--- src/rtl/simmem_resp_release_bank.sv ---
`default_nettype none
// ============================================================================
// Module      : simmem_resp_release_bank
// Description : Response slot bank for the simulated memory. Stores incoming
//               response payloads in free slots, reports the allocated slot
//               index to the delay bank, and releases slots to a single
//               registered output stage when the delay bank permits it.
// Revision    : 1.0 - initial release
// ============================================================================
module simmem_resp_release_bank #(
    parameter int TotalCapacity = 64,
    parameter int DataWidth     = 32,
    localparam int AddrWidth    = $clog2(TotalCapacity)
) (
    input  logic                     clk_i,
    input  logic                     rst_ni,

    // Response input side
    input  logic [DataWidth-1:0]     in_data_i,
    input  logic                     in_valid_i,
    output logic                     in_ready_o,
    output logic [AddrWidth-1:0]     local_identifier_o,

    // Release control from the delay bank
    input  logic [TotalCapacity-1:0] release_en_i,
    output logic [TotalCapacity-1:0] address_released_onehot_o,

    // Response output side
    output logic [DataWidth-1:0]     out_data_o,
    output logic                     out_valid_o,
    input  logic                     out_ready_i
);

    // ------------------------------------------------------------------------
    // State
    // ------------------------------------------------------------------------
    logic [TotalCapacity-1:0] valid_q,    valid_d;
    logic [DataWidth-1:0]     data_q      [TotalCapacity];
    logic [DataWidth-1:0]     data_d      [TotalCapacity];
    logic                     out_valid_q, out_valid_d;
    logic [DataWidth-1:0]     out_data_q,  out_data_d;

    // ------------------------------------------------------------------------
    // Combinational helpers
    // ------------------------------------------------------------------------
    logic                     w_free_found;
    logic [AddrWidth-1:0]     w_free_idx;
    logic                     w_in_fire;

    logic [TotalCapacity-1:0] w_releasable;
    logic                     w_rel_found;
    logic [AddrWidth-1:0]     w_rel_idx;
    logic                     w_loadable;
    logic                     w_rel_fire;
    logic [TotalCapacity-1:0] w_rel_onehot;

    // Lowest-index free slot; index defaults to 0 when the bank is full.
    always_comb begin
        w_free_found = 1'b0;
        w_free_idx   = '0;
        for (int i = 0; i < TotalCapacity; i++) begin
            if (!w_free_found && !valid_q[i]) begin
                w_free_found = 1'b1;
                w_free_idx   = AddrWidth'(i);
            end
        end
    end

    assign in_ready_o         = |(~valid_q);
    assign local_identifier_o = w_free_idx;
    assign w_in_fire          = in_valid_i && in_ready_o;

    // A slot whose payload has been moved to the output register already has
    // its valid bit cleared, so masking with valid_q also excludes the slot
    // currently held in the output register. Permission for empty slots is
    // ignored by the same mask.
    assign w_releasable = valid_q & release_en_i;
    assign w_loadable   = !out_valid_q || out_ready_i;

    // Lowest-index releasable slot.
    always_comb begin
        w_rel_found = 1'b0;
        w_rel_idx   = '0;
        for (int i = 0; i < TotalCapacity; i++) begin
            if (!w_rel_found && w_releasable[i]) begin
                w_rel_found = 1'b1;
                w_rel_idx   = AddrWidth'(i);
            end
        end
    end

    assign w_rel_fire = w_loadable && w_rel_found;

    // One-hot pulse naming the slot moved to the output register this cycle.
    always_comb begin
        w_rel_onehot = '0;
        if (w_rel_fire) begin
            w_rel_onehot[w_rel_idx] = 1'b1;
        end
    end

    assign address_released_onehot_o = w_rel_onehot;

    // ------------------------------------------------------------------------
    // Next-state logic
    // ------------------------------------------------------------------------

    // Slot valid bits: set on allocation, cleared on release. Allocation only
    // targets invalid slots and release only valid ones, so the two never hit
    // the same slot in one cycle; a freed slot becomes allocatable next cycle.
    always_comb begin
        valid_d = valid_q;
        if (w_in_fire) begin
            valid_d[w_free_idx] = 1'b1;
        end
        if (w_rel_fire) begin
            valid_d[w_rel_idx] = 1'b0;
        end
    end

    // Slot payloads: written only when a transfer allocates the slot.
    always_comb begin
        data_d = data_q;
        if (w_in_fire) begin
            data_d[w_free_idx] = in_data_i;
        end
    end

    // Output register: load the selected slot whenever the stage can accept,
    // drop valid on a handshake with nothing selected, otherwise hold.
    always_comb begin
        out_valid_d = out_valid_q;
        out_data_d  = out_data_q;
        if (w_loadable) begin
            out_valid_d = w_rel_found;
            if (w_rel_found) begin
                out_data_d = data_q[w_rel_idx];
            end
        end
    end

    // ------------------------------------------------------------------------
    // Registers
    // ------------------------------------------------------------------------

    // Control state and output stage; reset discards every stored response.
    always_ff @(posedge clk_i or negedge rst_ni) begin
        if (!rst_ni) begin
            valid_q     <= '0;
            out_valid_q <= 1'b0;
            out_data_q  <= '0;
        end else begin
            valid_q     <= valid_d;
            out_valid_q <= out_valid_d;
            out_data_q  <= out_data_d;
        end
    end

    // Payload storage needs no reset: a slot is only read while its valid
    // bit is set, which implies it was written after reset.
    always_ff @(posedge clk_i) begin
        data_q <= data_d;
    end

    assign out_valid_o = out_valid_q;
    assign out_data_o  = out_data_q;

endmodule
`default_nettype wire

--- config.mk ---
export PLATFORM = sky130hd
export DESIGN_NAME = simmem_resp_release_bank
export DESIGN_NICKNAME = d
export VERILOG_FILES = /design/src/rtl/simmem_resp_release_bank.sv
export SDC_FILE = /design/constraint.sdc
export NUM_CORES = 2
export LEC_CHECK = 0
export BUFFER_PORTS_ARGS = -buffer_cell sky130_fd_sc_hd__buf_2
export CAP_MARGIN = 15
export CORE_ASPECT_RATIO = 1.1
export CORE_UTILIZATION = 45
export CTS_BUF_LIST = sky130_fd_sc_hd__clkbuf_8
export DETAILED_ROUTE_END_ITERATION = 6
export SLEW_MARGIN = 10
export SYNTH_ARGS = -nofsm -noshare
export SYNTH_HDL_FRONTEND = slang
export SYNTH_SLANG_ARGS = --single-unit
--- constraint.sdc ---
create_clock -name clk_i -period 5.47 [get_ports clk_i]
set_input_delay 1.094 -clock clk_i [delete_from_list [all_inputs] [get_ports clk_i]]
set_output_delay 1.094 -clock clk_i [all_outputs]
set_load 0.02 [all_outputs]
======== Yosys cells after proc, flatten, opt, wreduce, memory -nomap -nowiden ========
Cells that the tools add are included.
storage, ports and cells
  bits in latches ......................... 0
  input bits .............................. 100
  memories ................................ 0
  output and inout port bits .............. 104
  word-level logic and storage cells ...... 670
  bits in registers ....................... 2,145
  bits in writable memories ............... 0
  bits in read-only memories .............. 0
operators by class
  shift-type cells ........................ 0
  divide/modulo/power cells ............... 0
  multipliers ............................. 0
  bitwise operators ....................... 7
  add/subtract/negate cells ............... 0
  eq/ne operators ......................... 0
  order comparisons ....................... 7
  reductions and logical operators ........ 323
  muxes and demuxes ....................... 266
operator list
  operator                                             number
  bitwise mux 2048 bit                                 1
  two-way mux 6 bit                                    123
  binary-select mux 32 bit (select 6 bit)              1
  demux 32 bit (select 6 bit)                          1
  two-way mux 64 bit                                   3
  logical NOT 1 bit                                    189
  logical AND 1 bit                                    131
  two-way mux 1 bit                                    131
  bitwise AND 64 bit                                   2
  inverter 64 bit                                      2
  two-way mux 32 bit                                   3
  bitwise OR 64 bit                                    1
  OR reduction 64 bit                                  1
  >= comparator 7 bit, second input constant           2
  < comparator 6 x 7 -> 1 bit, second input constant   2
  inverter 6 -> 7 bit                                  2
  demux 1 bit (select 6 bit)                           2
  >= comparator 6 x 1 -> 1 bit, second input constant  2
  < comparator 7 x 1 -> 1 bit, second input constant   1
  two-way mux 2 bit                                    1
  AND reduction 2 bit                                  1
  logical OR 1 bit                                     1

======== Logic depth before layout (Yosys ltp) ========
  depth in word-level cells ............... 198
  depth in mapped cells ................... 19
  gate-level depth less buffers ........... 13

======== Worst setup path after synthesis ========
OpenSTA, ideal clock, no wires.
  path kind ............................... input-to-output
  start ................................... in release_en_i[27]
  end ..................................... out address_released_onehot_o[12]
  data required time ...................... 4.376 ns
  slack ................................... -0.163 ns
  data arrival time ....................... 4.539 ns
  path buffers ............................ 5
  stages .................................. 13
  cells stage by stage .................... a222oi_1 nand2_2 or4_4 or4_4 and3_1 buf_2 nor3_4 buf_2 buf_4 buf_2 nand2_1 clkbuf_1 nor2_1
between the ends
  longest elaborated chain between the ends .. 116
  elaborated cells on any way between the ends .. 155
  classes of those cells .................. order compare (2); mux (77); bitwise (1); reduce/logical (75)
ends and longest elaborated chain
  item                                                                                               RTL line  RTL
  start, declared                                                                                    25        input logic [TotalCapacity-1:0] release_en_i,
  bitwise AND 64 bit (*)                                                                             77        assign w_releasable = valid_q & release_en_i;
  logical AND 1 bit (*)                                                                              85        if (!w_rel_found && w_releasable[i]) begin
  two-way mux 1 bit                                                                                  85
  logical NOT 1 bit                                                                                  85
  logical AND 1 bit                                                                                  85
  two-way mux 1 bit                                                                                  85
  logical NOT 1 bit                                                                                  85
  logical AND 1 bit                                                                                  85
  [... 100 more ...]                                                                                 n/a
  logical NOT 1 bit                                                                                  85
  logical AND 1 bit                                                                                  85
  two-way mux 6 bit                                                                                  85
  < comparator 6 x 7 -> 1 bit (not written as such) or >= comparator 6 x 1 -> 1 bit (tied branches)  98        w_rel_onehot[w_rel_idx] = 1'b1;
  logical AND 1 bit (not written as such)                                                            98
  two-way mux 1 bit (not written as such)                                                            98
  demux 1 bit (select 6 bit)                                                                         98
  two-way mux 64 bit (*)                                                                             97        if (w_rel_fire) begin
  end, declared                                                                                      26        output logic [TotalCapacity-1:0] address_released_onehot_o,
Every way passes the cells marked *; elsewhere a longest branch is shown, timed or not.

======== Final worst setup path ========
  start ................................... reg valid_q[27]
  end ..................................... out address_released_onehot_o[63]
between the ends
  longest elaborated chain between the ends .. 116
  elaborated cells on any way between the ends .. 155
  classes of those cells .................. order compare (2); mux (77); bitwise (1); reduce/logical (75)
ends and longest elaborated chain
  item                                                                                               RTL line  RTL
  start, declared                                                                                    37        logic [TotalCapacity-1:0] valid_q, valid_d;
  start signal, assigned                                                                             153       valid_q <= valid_d;
  bitwise AND 64 bit (*)                                                                             77
  logical AND 1 bit (*)                                                                              85
  two-way mux 1 bit                                                                                  85
  logical NOT 1 bit                                                                                  85
  logical AND 1 bit                                                                                  85
  two-way mux 1 bit                                                                                  85
  logical NOT 1 bit                                                                                  85
  logical AND 1 bit                                                                                  85
  [... 100 more ...]                                                                                 n/a
  logical NOT 1 bit                                                                                  85
  logical AND 1 bit                                                                                  85
  two-way mux 6 bit                                                                                  85
  < comparator 6 x 7 -> 1 bit (not written as such) or >= comparator 6 x 1 -> 1 bit (tied branches)  98
  logical AND 1 bit (not written as such)                                                            98
  two-way mux 1 bit (not written as such)                                                            98
  demux 1 bit (select 6 bit)                                                                         98
  two-way mux 64 bit (*)                                                                             97
Marks and branches as above.

==> results.sh <==
export IMPL_yosys_area_top_type="edfxtp_1"
export IMPL_status="complete, but fails checks"
export IMPL_seq_area_frac_synth=0.7753
export IMPL_slowest_stage="or4_4"
export IMPL_grt_max_degree=65
export IMPL_min_from="release_en_i[63]"
export IMPL_critPathMaxFanout=8
export IMPL_grt_total_usage=0.3204
export IMPL_clk_pin_slew_ns=0.06
export IMPL_synth_cells=5149
export IMPL_reg2reg_from="valid_q[15]"
export IMPL_die_area_sq_um=184900
export IMPL_netlist_area_sq_um=82450
export IMPL_synth_common_cells="edfxtp_1 (2048), nand2_1 (570), nor2_1 (225)"
export IMPL_fin_skew_ns=0.09834
export IMPL_rsz0062_at_grt="true"
export IMPL_drt_first_pass_iters=7
export IMPL_post_drt_via_cell_ratio=6.511
export IMPL_leakage_uw=0.03342
export IMPL_drc=68
export IMPL_vias=55980
export IMPL_drive_gt1_frac=0.2182
export IMPL_slowest_delay_ns=0.57
export IMPL_whs_ns=0.4123
export IMPL_nFillCells=14750
export IMPL_std_cell_rows=164
export IMPL_ys_flop_type="edfxtp_1"
export IMPL_grt_pass1_wl_mm=415.0
export IMPL_postRouteAntennaNets=0
export IMPL_grt_overflow=0
export IMPL_rrSetupSlack_ns=0.31
export IMPL_cp_required_ns=4.38
export IMPL_critical_path_endpoint_type="output pin"
export IMPL_cp_startpoint="valid_q[27]"
export IMPL_antenna_found_initial=11
export IMPL_cts_path_max_buffers=4
export IMPL_startpoint_type="flip-flop"
export IMPL_violations="design-rule violations"
export IMPL_layout_area_seq_sq_um=63930
export IMPL_relSlewSlack=0.1309
export IMPL_whs_path_depth=3
export IMPL_clock_sinks=2145
export IMPL_yosysWarningCount=0
export IMPL_pre_cts_ws_ns=-0.2571
export IMPL_arrival_ns=4.25
export IMPL_clock_root_buffer="clkbuf_8"
export IMPL_crit_chain="a222oi_1, buf_4, nand2_4, or4_4, or4_4, and4_4, a21oi_4, nand2_2, buf_4, nor2_1, buf_4"
export IMPL_holdPathEnd="out_valid_o"
export IMPL_routedWlPerCell_um=35.00
export IMPL_ys_ff_latch=2145
export IMPL_core_area_sq_um=181800
export IMPL_syn2layout_area_growth_pct=19.11
export IMPL_max_freq_ghz=0.1870
export IMPL_cts_htree_levels=5
export IMPL_synth_most_common_cell="edfxtp_1"
export IMPL_maxSlewViolCount=0
export IMPL_multi_input_area_sq_um=17960
export IMPL_fin_nets=6027
export IMPL_r2r_cells=12
export IMPL_grt_pass1_vias=53640
export IMPL_initial_utilization=0.4535
export IMPL_worst_pin_slew_ns=1.299
export IMPL_synth_edf_count=2048
export IMPL_crit_top_cell="buf_4"
export IMPL_numCtsBuffers=357
export IMPL_dp_cells=7938
export IMPL_ys_types=81
export IMPL_syn_nets=5249
export IMPL_synth_top_area_frac=0.7459
export IMPL_period_needed_ns=5.347
export IMPL_finalHoldViolations=0
export IMPL_io_buffers=203
export IMPL_dr_first_iter_drc_count=8798
export IMPL_fp_dieH_um=450.9
export IMPL_crit_type="reg -> out"
export IMPL_top_level_ports=204
export IMPL_hpwl_mm=179.4
export IMPL_clock_latency_ns=1.09
export IMPL_setup_violations=0
export IMPL_rr_endpoint="data_q[1026]"
export IMPL_final_cells=8597
export IMPL_tritoncts="built"
export IMPL_power_density_nw_per_um2=479.6
export IMPL_timing_final_ws_setup_ns=0.1228
export IMPL_timing_final_crit_share=0.9775
export IMPL_fp_dieW_um=410.1
export IMPL_avgSynthCellArea_sq_um=16.01
export IMPL_async_reset_ff_frac=0.04522
export IMPL_finalWirelength_mm=300.9
export IMPL_place_gp_congestion=0.8981
export IMPL_synth_area_leaders="edfxtp_1 (75%), dfrtp_1 (2.9%), mux2i_1 (2.7%)"
export IMPL_drv_cap=0
export IMPL_vdd_drop_max_mv=0.3843
export IMPL_hold_path_class="in -> reg"
critical path: cells and delay by family (launching register included):
family / cells / cell delay [ns]
DFF: 1 / 0.46
and+or+nand+nor: 6 / 1.62
AOI/OAI and AO/OA: 2 / 0.57
buffers and inverters: 3 / 0.52
area by class of cell:
| type | instances | share of cell area |
|---|---|---|
| Clock buffer | 375 | 0.05255 |
| Timing Repair Buffer | 765 | 0.07089 |
| Sequential cell | 2145 | 0.6510 |
| Tap cell | 2407 | 0.03067 |
| Clock inverter | 244 | 0.01139 |
| Antenna cell | 3 | 0.00007644 |
| Multi-Input combinational cell | 2644 | 0.1829 |
| Inverter | 14 | 0.0005351 |
kinds of logic (layout without fill, tap and decap cells):
| logic type | count (synthesis) | after routing | share of synthesized area |
|---|---|---|---|
| flip-flops | 2145 | 2145 | 0.7753 |
| AO/OA/AOI/OAI | 1414 | 1414 | 0.1275 |
| buffers and inverters | 360 | 1398 | 0.01807 |
| other | 0 | 3 | 0 |
| multiplexers | 221 | 221 | 0.02684 |
| AND/OR/NAND/NOR | 1009 | 1009 | 0.05229 |
metal layers:
metal,vias up,global-route usage,wire (um)
met2,4035,0.4972,137300
met3,732,0.06695,35350
met4,6,0.1652,17690
met1,28600,0.4270,110600
li1,22610,-,-
met5,-,0,29
flip-flops by register name (all words and copies together), names as in the netlist:
name,count
data_q,2048
out_valid_o,1
out_data_o,32
valid_q,64
worst max path at each step:
stage,endpoint,cells past startpoint,slack (ns)
after floorplan,address_released_onehot_o[22],12,-0.09
after detailed placement,out_data_o[14],18,-0.26
after global placement,out_data_o[14],18,-0.21
final,address_released_onehot_o[63],11,0.12
after CTS,address_released_onehot_o[39],15,0.0005
after global routing,local_identifier_o[1],9,-0.05
cell usage in the layout (no fill, tap or decap), drive strengths merged, types with 107 or more instances in the layout:
cell    synthesis  routed
o22ai         109     109
clkinv          0     107
a222oi        124     124
clkbuf        203     375
o21ai         166     166
mux2i         220     220
nand2         571     571
a21oi         190     190
edfxtp       2048    2048
buf           143     764
a221oi        203     203
inv            14     140
nor2          226     226
a22oi         222     222
power breakdown:
part           internal (uW)  switching, uW  leakage (uW)
sequential             18400            335        0.0197
combinational           5370          10100        0.0101
clock                   6530           6350       0.00368
total                  30400          16700        0.0334
metrics by stage:
step / utilization / setup TNS [ns] / power (uW) / cell area, sq um
after global routing: 0.5402 / -0.04627 / 48400 / 98200
after CTS: 0.5381 / 0 / 46860 / 97840
after floorplan: - / -1.280 / 26350 / 82600
final: 0.5402 / 0 / 47100 / 98210
after detailed placement: 0.5025 / -0.5887 / 34080 / 91350
after global placement: 0.5025 / -0.5923 / 33990 / 91350
repair_timing:
item                                    in CTS  in global routing
setup buffers                               17                 10
resized for setup                           18                 28
endpoints found under the hold margin       30                  0
endpoints found under the setup margin      64                 65
hold buffers                                 1                  0
pin swaps                                    8                  9
Power figures use the tool's default switching activity.
